**src/rtl/mem_wait_injector.sv**
```systemverilog
// Wait-state injector between the picorv32 native memory port and a memory model.
// One request is handled at a time: accept, N wait cycles, strobe, data, ready.
module mem_wait_injector #(
    parameter int          ADDR_W    = 32,
    parameter int          DATA_W    = 32,
    parameter logic [15:0] LFSR_SEED = 16'hACE1
) (
    input  logic                  clk,
    input  logic                  resetn,
    input  logic                  cfg_rand_en,
    input  logic [3:0]            cfg_wait,
    input  logic                  core_mem_valid,
    input  logic                  core_mem_instr,
    input  logic [ADDR_W-1:0]     core_mem_addr,
    input  logic [DATA_W-1:0]     core_mem_wdata,
    input  logic [DATA_W/8-1:0]   core_mem_wstrb,
    output logic                  core_mem_ready,
    output logic [DATA_W-1:0]     core_mem_rdata,
    output logic                  m_read,
    output logic                  m_write,
    output logic                  m_instr,
    output logic [ADDR_W-1:0]     m_addr,
    output logic [DATA_W-1:0]     m_wdata,
    output logic [DATA_W/8-1:0]   m_wstrb,
    input  logic [DATA_W-1:0]     m_rdata,
    output logic [31:0]           txn_count,
    output logic                  proto_err
);

    localparam int          STRB_W = DATA_W / 8;
    localparam logic [15:0] SEED   = (LFSR_SEED == 16'h0000) ? 16'h0001 : LFSR_SEED;

    typedef enum logic [2:0] {
        S_IDLE,
        S_WAIT,
        S_ISSUE,
        S_DATA,
        S_RESP
    } state_t;

    state_t      r_state;
    logic [15:0] r_lfsr;
    logic [3:0]  r_wait_cnt;

    logic [15:0] w_lfsr_next;
    logic [3:0]  w_wait_n;
    logic        w_req_changed;
    logic        w_in_flight;
    logic        w_core_is_read;
    logic        w_latched_is_read;

    // Galois form of x^16+x^14+x^13+x^11+1, shifting right.
    always_comb begin
        w_lfsr_next = {1'b0, r_lfsr[15:1]};
        if (r_lfsr[0]) begin
            w_lfsr_next = w_lfsr_next ^ 16'hB400;
        end
        w_wait_n          = cfg_rand_en ? (r_lfsr[3:0] & cfg_wait) : cfg_wait;
        w_core_is_read    = (core_mem_wstrb == {STRB_W{1'b0}});
        w_latched_is_read = (m_wstrb == {STRB_W{1'b0}});
        w_in_flight       = (r_state == S_WAIT) || (r_state == S_ISSUE) || (r_state == S_DATA);
        w_req_changed     = !core_mem_valid
                          || (core_mem_addr  != m_addr)
                          || (core_mem_wdata != m_wdata)
                          || (core_mem_wstrb != m_wstrb);
    end

    // Outputs are set on entry to the state they belong to, so the strobe is
    // visible during ISSUE and ready during RESP; the core drops valid while
    // we are in RESP, before IDLE samples it again.
    always_ff @(posedge clk or negedge resetn) begin
        if (!resetn) begin
            r_state        <= S_IDLE;
            r_lfsr         <= SEED;
            r_wait_cnt     <= 4'd0;
            core_mem_ready <= 1'b0;
            core_mem_rdata <= {DATA_W{1'b0}};
            m_read         <= 1'b0;
            m_write        <= 1'b0;
            m_instr        <= 1'b0;
            m_addr         <= {ADDR_W{1'b0}};
            m_wdata        <= {DATA_W{1'b0}};
            m_wstrb        <= {STRB_W{1'b0}};
            txn_count      <= 32'd0;
            proto_err      <= 1'b0;
        end else begin
            m_read         <= 1'b0;
            m_write        <= 1'b0;
            core_mem_ready <= 1'b0;

            if (w_in_flight && w_req_changed) begin
                proto_err <= 1'b1;
            end

            case (r_state)
                S_IDLE: begin
                    if (core_mem_valid) begin
                        m_instr <= core_mem_instr;
                        m_addr  <= core_mem_addr;
                        m_wdata <= core_mem_wdata;
                        m_wstrb <= core_mem_wstrb;
                        r_lfsr  <= w_lfsr_next;
                        if (w_wait_n != 4'd0) begin
                            r_wait_cnt <= w_wait_n;
                            r_state    <= S_WAIT;
                        end else begin
                            m_read  <= w_core_is_read;
                            m_write <= !w_core_is_read;
                            r_state <= S_ISSUE;
                        end
                    end
                end

                S_WAIT: begin
                    if (r_wait_cnt == 4'd1) begin
                        r_wait_cnt <= 4'd0;
                        m_read     <= w_latched_is_read;
                        m_write    <= !w_latched_is_read;
                        r_state    <= S_ISSUE;
                    end else begin
                        r_wait_cnt <= r_wait_cnt - 4'd1;
                    end
                end

                S_ISSUE: begin
                    r_state <= S_DATA;
                end

                // Memory data is valid during DATA; capture it at the exit edge.
                S_DATA: begin
                    if (w_latched_is_read) begin
                        core_mem_rdata <= m_rdata;
                    end
                    core_mem_ready <= 1'b1;
                    if (txn_count != 32'hFFFF_FFFF) begin
                        txn_count <= txn_count + 32'd1;
                    end
                    r_state <= S_RESP;
                end

                S_RESP: begin
                    r_state <= S_IDLE;
                end

                default: begin
                    r_state <= S_IDLE;
                end
            endcase
        end
    end

endmodule

```
**config.mk**
```make
export PLATFORM = sky130hd
export DESIGN_NAME = mem_wait_injector
export DESIGN_NICKNAME = d
export VERILOG_FILES = /design/src/rtl/mem_wait_injector.sv
export SDC_FILE = /design/constraint.sdc
export NUM_CORES = 1
export LEC_CHECK = 0
export BUFFER_PORTS_ARGS = -buffer_cell sky130_fd_sc_hd__buf_2
export CORE_ASPECT_RATIO = 2
export CORE_MARGIN = 8
export CORE_UTILIZATION = 52
export CTS_BUF_LIST = sky130_fd_sc_hd__clkbuf_4 sky130_fd_sc_hd__clkbuf_8
export DETAILED_ROUTE_END_ITERATION = 10
export PLACE_DENSITY = 0.9
export SYNTH_ARGS = -nofsm -noshare
export SYNTH_HDL_FRONTEND = slang
export SYNTH_SLANG_ARGS = --single-unit
export TNS_END_PERCENT = 100
```
**constraint.sdc**
```tcl
create_clock -name clk -period 2.67 [get_ports clk]
set_clock_uncertainty 0.2 [all_clocks]
set_input_delay 0.534 -clock clk [delete_from_list [all_inputs] [get_ports clk]]
set_output_delay 0.534 -clock clk [all_outputs]
set_load 0.01 [all_outputs]
```
==> flow_metrics.py <==
metrics = {
    "place": {
        "hpwl_um": 15800,
        "placed_area_um2": 8800,
        "port_buffers": 245,
        "gp_congestion": 0.859,
    },
    "synth": {
        "syn_area_um2": 7310,
        "synth_area_per_cell_um2": 12.4,
        "async_reset_ff_share_pct": 100,
        "synth_ff_type": "dfrtp_1",
        "synth-edff-count": 0,
        "seq_area_frac_synth_pct": 54.9,
        "synth_cells": 588,
        "synth_fp_nets": 700,
        "synth_top_cell_area_share_pct": 52.0,
        "ys_ff_latch": 160,
        "ys_warn_count": 0,
        "synth_cell_types": 54,
        "yosys-top-cells-area": "dfrtp_1 (52%), mux2_2 (17%), xnor2_1 (5.5%), xor2_1 (4.4%), dfstp_2 (2.9%)",
        "yosys.area.top_type": "dfrtp_1",
    },
    "power_and_ir_drop": {
        "total_leakage_power_uw": 0.00445,
        "peakVddDrop_mv": 0.882,
        "power-per-cell-area_nw_per_um2": 1110,
    },
    "critical_path": {
        "crit_fanout": 11,
        "critPathMaxStageDelay_ns": 0.43,
        "end_kind": "flop",
        "crit_slowest_cell": "or3_1",
        "start_kind": "flop",
        "cp.required_ns": 2.80,
        "crit_arrival_ns": 2.55,
        "crit_chain": "nand2_1, or3_1, nor3_1, nand2b_1, buf_4, and3_1, xor2_1",
        "crit_type": "reg2reg",
    },
    "final_layout": {
        "final_area_um2": 9300,
        "area.sequential_um2": 4010,
        "mostFrequentLayoutCells": "buf_2 (244), dfrtp_1 (152), mux2_2 (110)",
        "area_growth_pct": 27.2,
        "final.fill_count": 1011,
        "finalNetCount": 955,
        "multi_input_area_um2": 3100,
        "drive_above_1_share_pct": 48.8,
        "layout_commonest_cell": "buf_2",
    },
    "clocking": {
        "cts_resized": 0,
        "clockBufferDepth": 2,
        "cts_tree": "done",
        "htreeDepth": 4,
        "clock-sinks": 160,
        "clock_latency_ns": 0.46,
        "cts_made_buffers": 17,
        "clk_pin_slew_ns": 0.10,
        "post_cts_buffers": 0,
        "cts_hold_buf": 1,
        "cts_root_buffer": "clkbuf_8",
    },
    "global_routing": {
        "overflow": 0,
        "grt_max_degree": 61,
        "grt_pass1_vias": 6256,
        "grt_pass1_wl_um": 31600,
        "antenna_found_initial": 2,
        "gr-usage-all-layers_pct": 22.3,
    },
    "sta": {
        "period_share_pct": 90.9,
        "worst_pin_slew_ns": 0.763,
        "max_slew_margin_pct": 48.7,
        "finalSetupTns_ns": 0,
        "hold_viol": 0,
        "slew_violations": 0,
        "finalSetupViolCount": 0,
        "fmax_mhz": 412,
        "period_minus_slack_ns": 2.43,
        "rsz0062_at_grt": "no",
    },
    "routing": {
        "drt_iter0_markers": 194,
        "num_vias": 5657,
        "viasPerCell": 5.40,
        "wl_per_cell_um": 19.4,
        "drtPass1Iterations": 4,
        "drc": 0,
        "routed_wl_um": 20300,
        "final_antenna_net_count": 0,
    },
    "die": {
        "die-width_um": 99.9,
        "ioPinCount": 246,
        "start_util_pct": 52.9,
        "dieArea_um2": 18300,
        "coreArea_um2": 13800,
        "die_h_um": 184,
        "fp-row-count": 61,
    },
    "run": {
        "drv_cap": 0,
    },
    "outcome": {
        "status": "completed",
    },
    "worst_hold_path": {
        "hold_path.class": "in2reg",
    },
}
[where the power goes]
| part | switching, uW | internal, uW | total, uW |
|---|---|---|---|
| clock network | 884 | 1260 | 2150 |
| logic | 1950 | 1980 | 3930 |
| registers | 789 | 3470 | 4260 |
[worst max-delay path, delay by kind of cell, from the launching register on]
kind | cells | cell delay (ns)
simple gates | 5 | 1.30
flops | 1 | 0.40
xor+xnor | 1 | 0.15
buf+inv | 1 | 0.26
[cells in the mapped netlist (all sizes together) (3+ instances only)]
master,number
a21oi,7
and2,3
and3,3
and4,3
buf,10
clkbuf,11
dfrtp,152
dfstp,8
ha,3
inv,31
mux2,110
nand2,18
nand3,21
nand4,19
nor2,28
nor3,10
nor4,14
o21ai,15
o22ai,8
o2bb2ai,4
or3,4
xnor2,46
xor2,37
[metrics by stage]
step	total power (uW)	utilization [%]	cells	worst slack, ns	hold WS [ns]
finish	10300	67.3	1047	0.243	0.101
global placement	8060	63.7	1012	0.334	0.283
floorplan	6550	-	588	0.533	0.0384
detailed placement	8250	63.7	1012	0.238	0.282
CTS	10400	67.3	1045	0.259	0.0717
global route	10900	67.3	1047	0.0376	0.0774
[per-layer routing]
metal	up-vias	wire length, um	global-route usage, %
met2	238	11300	41.1
met4	0	872	12.9
met1	2792	6650	20.7
met5	-	0	0
met3	53	1560	7.17
li1	2574	-	-
[state kept, by name, summed over array words and instances, names as in the netlist, 3 cells and up]
register / flops
r_state: 3
r_lfsr: 16
m_addr: 32
m_wdata: 32
core_mem_rdata: 32
txn_count: 32
m_wstrb: 4
r_wait_cnt: 4
[path summary, 6_finish.rpt]
kind	startpoint	endpoint	slack [ns]	cells past startpoint
min	m_rdata[18]	core_mem_rdata[18]	0.10	2
max in group asynchronous	resetn	r_lfsr[6]	1.08	3
max reg2reg	txn_count[28]	txn_count[16]	0.24	7
min in group asynchronous	resetn	txn_count[28]	0.42	2
max	txn_count[28]	txn_count[16]	0.24	7
min reg2reg	core_mem_rdata[4]	core_mem_rdata[4]	0.31	1
[layout make-up]
| cell class | count | area share, % |
|---|---|---|
| clock inverter | 11 | 2.27 |
| multi-input combinational | 376 | 33.3 |
| antenna | 2 | 0.0538 |
| inverter | 31 | 1.25 |
| clock buffer | 21 | 2.91 |
| sequential | 160 | 43.2 |
| timing repair buffer | 257 | 14.5 |
| tap | 189 | 2.54 |
[logic make-up (layout without fill, tap and decap cells)]
family	count (synthesis)	after routing	share of synthesized area [%]
adder cells (fa/ha/maj)	3	3	0.513
buffers and inverters	52	320	2.87
AND/OR/NAND/NOR	129	129	10.2
AO/OA/AOI/OAI	50	50	4.50
XOR/XNOR	83	83	9.94
other	0	2	0
flip-flops	160	160	54.9
multiplexers	111	111	17.1
No activity file was read; power rests on OpenSTA's default activity.
